--- config.mk ---
export PLATFORM = sky130hd
export DESIGN_NAME = param_prio_rr_arbiter_flat
export DESIGN_NICKNAME = d
export VERILOG_FILES = /design/src/rtl/param_prio_rr_arbiter_if.sv /design/src/rtl/param_prio_rr_arbiter.sv /design/src/flat_wrapper.sv
export SDC_FILE = /design/constraint.sdc
export NUM_CORES = 1
export LEC_CHECK = 0
export ABC_CLOCK_PERIOD_IN_PS = 3400
export CAP_MARGIN = 20
export CORE_UTILIZATION = 29
export CTS_CLUSTER_SIZE = 12
export DETAILED_ROUTE_END_ITERATION = 16
export GPL_TIMING_DRIVEN = 0
export SYNTH_ARGS = -nofsm -noshare
export SYNTH_HDL_FRONTEND = slang
export SYNTH_SLANG_ARGS = --single-unit
--- constraint.sdc ---
create_clock -name clock -period 3.4 [get_ports clock]
set_input_delay 0.34 -clock clock [delete_from_list [all_inputs] [get_ports clock]]
set_output_delay 0.34 -clock clock [all_outputs]
set_load 0.01 [all_outputs]
--- src/rtl/param_prio_rr_arbiter_if.sv ---
// Request/grant bundle between bus masters and param_prio_rr_arbiter.
// The masters drive req/mode; the arbiter drives the registered grant outputs.
interface param_prio_rr_arbiter_if #(
  parameter int NUM_REQ = 8
);
  localparam int ID_W = $clog2(NUM_REQ);

  logic               mode;
  logic [NUM_REQ-1:0] req;
  logic [NUM_REQ-1:0] gnt;
  logic               gnt_valid;
  logic [ID_W-1:0]    gnt_id;

  modport master (
    output mode,
    output req,
    input  gnt,
    input  gnt_valid,
    input  gnt_id
  );

  modport slave (
    input  mode,
    input  req,
    output gnt,
    output gnt_valid,
    output gnt_id
  );
endinterface

--- src/rtl/param_prio_rr_arbiter.sv ---
// N-way arbiter with run-time fixed-priority / round-robin selection and bounded grant hold.
// Optional macro ARB_STATS_EN adds a saturating grant_count output.
module param_prio_rr_arbiter #(
  parameter  int NUM_REQ  = 8,
  parameter  int MAX_HOLD = 16,
  localparam int ID_W     = $clog2(NUM_REQ),
  localparam int CNT_W    = $clog2(MAX_HOLD + 1)
) (
  input  logic                   clock,
  input  logic                   reset,
  param_prio_rr_arbiter_if.slave bus
`ifdef ARB_STATS_EN
  ,
  output logic [15:0]            grant_count
`endif
);

  typedef enum logic {IDLE, GRANT} state_t;

  localparam logic [CNT_W-1:0] HOLD_LAST = CNT_W'(MAX_HOLD - 1);

  state_t             state_q, state_d;
  logic [NUM_REQ-1:0] gnt_q, gnt_d;
  logic               gnt_valid_q, gnt_valid_d;
  logic [ID_W-1:0]    gnt_id_q, gnt_id_d;
  logic [CNT_W-1:0]   hold_cnt_q, hold_cnt_d;
  logic [ID_W-1:0]    rr_ptr_q, rr_ptr_d;

  logic [NUM_REQ-1:0] cand;
  logic               win_found;
  logic [ID_W-1:0]    win_id;
  logic               new_grant;

  // While granting, the current owner never competes in its own handoff.
  always_comb begin
    cand = bus.req;
    if (state_q == GRANT) begin
      cand[gnt_id_q] = 1'b0;
    end
  end

  // Loops run backwards so the last hit is the first in scan order.
  always_comb begin
    win_found = 1'b0;
    win_id    = '0;
    if (!bus.mode) begin
      for (int i = NUM_REQ - 1; i >= 0; i--) begin
        if (cand[i]) begin
          win_found = 1'b1;
          win_id    = ID_W'(i);
        end
      end
    end else begin
      for (int k = NUM_REQ; k >= 1; k--) begin
        if (cand[(int'(rr_ptr_q) + k) % NUM_REQ]) begin
          win_found = 1'b1;
          win_id    = ID_W'((int'(rr_ptr_q) + k) % NUM_REQ);
        end
      end
    end
  end

  always_comb begin
    state_d     = state_q;
    gnt_d       = gnt_q;
    gnt_valid_d = gnt_valid_q;
    gnt_id_d    = gnt_id_q;
    hold_cnt_d  = hold_cnt_q;
    rr_ptr_d    = rr_ptr_q;
    new_grant   = 1'b0;

    case (state_q)
      IDLE: begin
        new_grant = win_found;
      end
      GRANT: begin
        if (!bus.req[gnt_id_q]) begin
          if (win_found) begin
            new_grant = 1'b1;
          end else begin
            state_d     = IDLE;
            gnt_d       = '0;
            gnt_valid_d = 1'b0;
            gnt_id_d    = '0;
            hold_cnt_d  = '0;
          end
        end else if (hold_cnt_q == HOLD_LAST && win_found) begin
          new_grant = 1'b1;
        end else if (hold_cnt_q != HOLD_LAST) begin
          hold_cnt_d = hold_cnt_q + 1'b1;
        end
      end
      default: begin
        state_d = IDLE;
      end
    endcase

    if (new_grant) begin
      state_d         = GRANT;
      gnt_d           = '0;
      gnt_d[win_id]   = 1'b1;
      gnt_valid_d     = 1'b1;
      gnt_id_d        = win_id;
      hold_cnt_d      = '0;
      rr_ptr_d        = win_id;
    end
  end

  always_ff @(posedge clock or posedge reset) begin
    if (reset) begin
      state_q     <= IDLE;
      gnt_q       <= '0;
      gnt_valid_q <= 1'b0;
      gnt_id_q    <= '0;
      hold_cnt_q  <= '0;
      rr_ptr_q    <= ID_W'(NUM_REQ - 1);
    end else begin
      state_q     <= state_d;
      gnt_q       <= gnt_d;
      gnt_valid_q <= gnt_valid_d;
      gnt_id_q    <= gnt_id_d;
      hold_cnt_q  <= hold_cnt_d;
      rr_ptr_q    <= rr_ptr_d;
    end
  end

  assign bus.gnt       = gnt_q;
  assign bus.gnt_valid = gnt_valid_q;
  assign bus.gnt_id    = gnt_id_q;

`ifdef ARB_STATS_EN
  logic [15:0] grant_count_q, grant_count_d;

  always_comb begin
    grant_count_d = grant_count_q;
    if (new_grant && grant_count_q != 16'hFFFF) begin
      grant_count_d = grant_count_q + 16'd1;
    end
  end

  always_ff @(posedge clock or posedge reset) begin
    if (reset) begin
      grant_count_q <= '0;
    end else begin
      grant_count_q <= grant_count_d;
    end
  end

  assign grant_count = grant_count_q;
`endif

endmodule

--- src/flat_wrapper.sv ---
// flat-port wrapper written by rule: the top's interface ports become plain ports
module param_prio_rr_arbiter_flat 
#(
  parameter  int NUM_REQ  = 8,
  parameter  int MAX_HOLD = 16,
  localparam int ID_W     = $clog2(NUM_REQ),
  localparam int CNT_W    = $clog2(MAX_HOLD + 1)
)
  (clock, reset, bus_mode, bus_req, bus_gnt, bus_gnt_valid, bus_gnt_id);
  param_prio_rr_arbiter_if #(.NUM_REQ(NUM_REQ)) bus_i ();
  input  logic clock;
  input  logic reset;
  input wire logic [$bits(bus_i.mode)-1:0] bus_mode;
  input wire logic [$bits(bus_i.req)-1:0] bus_req;
  output wire logic [$bits(bus_i.gnt)-1:0] bus_gnt;
  output wire logic [$bits(bus_i.gnt_valid)-1:0] bus_gnt_valid;
  output wire logic [$bits(bus_i.gnt_id)-1:0] bus_gnt_id;
  assign bus_i.mode = bus_mode;
  assign bus_i.req = bus_req;
  assign bus_gnt = bus_i.gnt;
  assign bus_gnt_valid = bus_i.gnt_valid;
  assign bus_gnt_id = bus_i.gnt_id;
  param_prio_rr_arbiter #(.NUM_REQ(NUM_REQ), .MAX_HOLD(MAX_HOLD)) u_core (.clock(clock), .reset(reset), .bus(bus_i));
endmodule
# [Yosys cells after proc, flatten, opt, wreduce, memory -nomap -nowiden]
# Cells that the tools add are included.
[word_totals] ff_bits=21 output_inout_bits=12 word_cells=149
[classes] n_addsub=9 n_lt_le_gt_ge=12 n_eq_ne=7 n_mux=90 bitwise=11 reduce_logical=14
[ops] cell="3-bit two-way mux" n=21
[ops] cell="1-bit two-way mux" n=46
[ops] cell="4-bit by 5-bit less-than comparator with 1-bit output, second input constant" n=8
[ops] cell="8-bit two-way mux" n=5
[ops] cell="5-bit two-way mux" n=6
[ops] cell="1-bit binary-select mux with 3-bit select" n=9
[ops] cell="3-bit OR reduction" n=8
[ops] cell="3-bit adder, second input constant" n=4
[ops] cell="1-bit AND, first input constant" n=8
[ops] cell="8-bit AND" n=1
[ops] cell="3-bit by 4-bit less-than comparator with 1-bit output, second input constant" n=2
[ops] cell="8-bit NOT" n=1
[ops] cell="3-bit by 1-bit adder with 3-bit output, second input constant" n=2
[ops] cell="3-bit by 2-bit adder with 3-bit output, second input constant" n=2
[ops] cell="1-bit demux with 3-bit select" n=2
[ops] cell="3-bit by 1-bit greater-or-equal comparator with 1-bit output, second input constant" n=2
[ops] cell="3-bit by 2-bit != test with 1-bit output, second input constant" n=2
[ops] cell="5-bit by 1-bit adder with 5-bit output, second input constant" n=1
[ops] cell="5-bit by 4-bit equality test with 1-bit output, second input constant" n=1
[ops] cell="5-bit by 4-bit != test with 1-bit output, second input constant" n=1
[ops] cell="4-bit AND reduction" n=1
[ops] cell="1-bit logical AND" n=3
[ops] cell="3-bit != test, second input constant" n=1
[ops] cell="3-bit AND reduction" n=1
[ops] cell="5 further kinds" n=5

# [Depth between registers and ports, before layout]
[depth] ltp_word=25 depth_mapped=15 mapped_depth_nobuf=10

# [Worst setup path after synthesis]
# Ideal clock, no wire load.
[synth_timing] kind="register to register" start="reg u_core.rr_ptr_q[0]" end="reg u_core.gnt_q[0], in the netlist u_core.bus.gnt[0]" setup_ps=122 t_arrival_ps=3351 required_time_ps=3278 path_slack_ps=-73 path_stages_with_launch=14 n_path_buf=4 cell_sequence="dfstp_2 > inv_1 > buf_2 > clkbuf_1 > ha_1 > buf_2 > buf_2 > o32ai_1 > o22ai_1 > nor3_1 > mux2_2 > a211oi_2 > o41ai_2 > a32o_1"
[synth_via] elab_chain_cells=19 word_cells_on_any_way=65
[synth_rtl] element="start, declared" line="param_prio_rr_arbiter.sv:27" source="logic [ID_W-1:0] rr_ptr_q, rr_ptr_d;"
[synth_rtl] element="start signal, assigned" line="param_prio_rr_arbiter.sv:116" source="rr_ptr_q <= ID_W'(NUM_REQ - 1);"
[synth_rtl] element="start signal, assigned" line="param_prio_rr_arbiter.sv:123" source="rr_ptr_q <= rr_ptr_d;"
[synth_rtl] element="parallel branches: the longest is 19 deep, another holds 3-bit by 1-bit adder with 3-bit output"
[synth_rtl] element="end signal, assigned" line="param_prio_rr_arbiter.sv:119" source="gnt_q <= gnt_d;"
[synth_rtl] element="end, declared" line="param_prio_rr_arbiter.sv:23" source="logic [NUM_REQ-1:0] gnt_q, gnt_d;"
# Several ways; the timed one is not identified. The select of a mux whose other input is x is not followed.
# A chain may end at the register's enable or synchronous reset.

# [Final worst setup path]
[layout_timing] start="reg u_core.rr_ptr_q[0]" end="reg u_core.gnt_q[7], in the netlist u_core.bus.gnt[7]"
# The elaborated chain is that of the path after synthesis.

==> results.yml <==
layout:
  fill_cells: 862
  design_area_sq_mm: 0.003188
  antennaDiodeCount: 0
  multi_input_area_sq_mm: 0.001986
  final_common_cell: "nand2_1"
  drive_above_1_share: 0.2469
  final_cell_mix: "28 x nand2_1, 18 x dfrtp_1, 17 x clkdlybuf4s50_1"
  fin_nets: 340
  utilization: 0.3822
  ff_latch_area_sq_um: 529.3
  syn2layout_area_growth_pct: 25.52
  fin_cells: 429
place:
  hpwl_microns: 6060
  place_inst: 414
  pre_cts_slack_ns: -0.7534
  placed_area_sq_mm: 0.002856
  portBuffers: 17
  gp_congestion: 0.9518
drt:
  vias_per_cell: 6.221
  drc_errors: 0
  dr.pass1.iters: 5
  first_iter_violations: 357
  wirelength_microns: 8173
  wl_per_cell_microns: 19.05
  vias: 2669
  antenna_left: 0
timing:
  setup_viol_count_final: 0
  fin_crit_sh: 0.9668
  relSlewSlack: 0.4635
  fin_setup_tns_ns: 0
  max_freq_mhz: 304.2
  worst_pin_slew_ns: 0.7974
  finClkSkew_ns: 0.001388
  finalHoldViolations: 0
  slew_viol_final: 0
  period_minus_slack_ns: 3.287
  whs_ns: 0.5008
  rsz0062_at_grt: "no"
  setup_ws_ns: 0.1130
clock_tree:
  postCtsHoldBufs: 0
  numCtsBuffers: 3
  clockBufferDepth: 2
  insertion_delay_ns: 0.26
  clock-sinks: 21
  cts_tree: "built"
  cts_root_buffer: "clkbuf_8"
  cts.clk_slew.worst_paths_ns: 0.07
  cts_htree_levels: 1
global_routing:
  gr-total-overflow: 0
  grt_start_max_net_pins: 22
  antenna_found_initial: 0
  grt_usage: 0.1798
  grt_first_pass_wirelength_microns: 12790
  grt_pass1_vias: 2424
power_and_ir_drop:
  power_frac_clock: 0.042
  power_frac_comb: 0.851
  power.density_mw_per_mm2: 1218
  p_seq_frac: 0.108
  power.switching_mw: 1.966
  p_leak_nw: 1.211
  swShare: 0.5064
  total_power_mw: 3.882
  p_int_mw: 1.916
  peakVddDrop_mv: 0.4989
logic_synthesis:
  synth_top_cell_area_share: 0.1773
  ys_async_sr_fraction: 1.000
  yosys-top-cells-area: "dfrtp_1 18%, mux4_2 5.3%, nand2_1 4.3%, a32o_1 3.2%, dfstp_2 3.1%"
  yosys.area.top_type: "dfrtp_1"
  synth_cell_types: 76
  yosysWarningCount: 0
  synth_cells: 292
  synth_edf_count: 0
  ys_ff_latch: 21
  syn_area_sq_mm: 0.002540
  synth_top_flop_cell: "dfrtp_1"
  syn_avg_cell_area_sq_um: 8.698
  syn-num-nets: 307
  seq_area_frac_synth: 0.2084
worst_setup_path:
  start_kind: "register"
  endpoint_kind: "register"
  cp_max_fo: 10
  cp_slowest_stage_delay_ns: 0.57
  crit_required_ns: 3.55
  slowest_stage: "dfstp_2"
  crit_type: "register to register"
  cp.arrival_ns: 3.44
  critPathMostFrequentCell: "buf_8"
  crit_chain: "inv_4 > buf_8 > buf_8 > ha_4 > buf_8 > buf_4 > a32oi_2 > mux2i_1 > mux2_2 > mux2i_1 > a211oi_4 > o41a_1 > a32o_1"
floorplan:
  rows: 33
  die-height_microns: 95.59
  num_io_pins: 23
  start_util: 0.3045
  die_w_microns: 95.59
  core_sq_mm: 0.008341
  die_area_sq_mm: 0.009136
run_status:
  status: "finished, final reports clean"
run:
  max-cap-violations: 0
worst_hold_path:
  worstHoldPathType: "register to register"
[cell families (layout without fill, tap and decap cells)]
kind of cell | after synthesis | in the layout | share of synthesized area
flops | 21 | 21 | 0.2084
simple gates | 104 | 104 | 0.2473
buf+inv | 37 | 69 | 0.07340
fa+ha+maj | 4 | 4 | 0.01971
compound gates | 102 | 102 | 0.3266
mux | 18 | 18 | 0.1039
xor+xnor | 6 | 6 | 0.02069
[Yosys cell counts, drive strengths merged, types with 5 or more instances]
cell type / instances
nand2b: 7
nor3: 6
inv: 12
a21oi: 11
nor2b: 8
clkbuf: 8
nor2: 14
a32o: 8
nand2: 29
buf: 16
mux2i: 5
dfrtp: 18
mux4: 6
a32oi: 5
o32ai: 5
o22ai: 8
and2: 8
mux2: 7
o211ai: 5
o21ai: 15
[cell type report]
type                            count  area share
Multi-Input combinational cell    234      0.6228
Sequential cell                    21      0.1660
Timing Repair Buffer               29     0.08713
Buffer                             23     0.05259
Tap cell                          105     0.04121
Inverter                           13     0.01609
Clock buffer                        4     0.01413
[worst max-delay path, delay by kind of cell (launching register included)]
| family | cells | cell delay [ns] |
|---|---|---|
| compound gates | 4 | 1.08 |
| fa+ha+maj | 1 | 0.24 |
| buf+inv | 5 | 0.58 |
| flops | 1 | 0.57 |
| mux | 3 | 0.70 |
[repair_timing]
item	CTS	global route
endpoints found under the setup margin	20	12
cloned	0	1
setup buffers	5	6
gates resized for setup	25	15
pin swaps	6	10
[power by group through the flow]
stage / Combinational (mW) / Sequential [mW] / Clock, mW
global route: 3.52 / 0.428 / 0.176
detailed placement: 2.66 / 0.423 / 0
global placement: 2.63 / 0.420 / 0
CTS: 3.01 / 0.417 / 0.164
finish: 3.30 / 0.418 / 0.162
floorplan: 2.01 / 0.426 / 0
[registers in the layout (all words and copies together) (netlist names)]
| name | flops |
|---|---|
| u_core.bus.gnt_valid | 1 |
| u_core.rr_ptr_q | 3 |
| u_core.bus.gnt_id | 3 |
| u_core.hold_cnt_q | 5 |
| u_core.bus.gnt | 8 |
| u_core.state_q | 1 |
[layer usage]
metal	part of all wire	global-route usage	up-vias
met3	0.080	0.01754	12
met5	0	0	-
li1	-	-	1225
met4	0.019	0.05224	0
met1	0.45	0.2576	1293
met2	0.46	0.2845	139
[path summary, 6_finish.rpt]
check                                           from                   end  slack, ns  cells past startpoint
worst max-delay path              u_core.rr_ptr_q[0]     u_core.bus.gnt[7]       0.11                     13
worst min-delay path            u_core.hold_cnt_q[4]  u_core.hold_cnt_q[4]       0.50                      2
worst max register to register    u_core.rr_ptr_q[0]     u_core.bus.gnt[7]       0.11                     13
worst min register to register  u_core.hold_cnt_q[4]  u_core.hold_cnt_q[4]       0.50                      2
max in group asynchronous                      reset  u_core.hold_cnt_q[1]       2.36                      2
min in group asynchronous                      reset     u_core.bus.gnt[5]       0.54                      2
No activity file was read; power rests on OpenSTA's default activity.
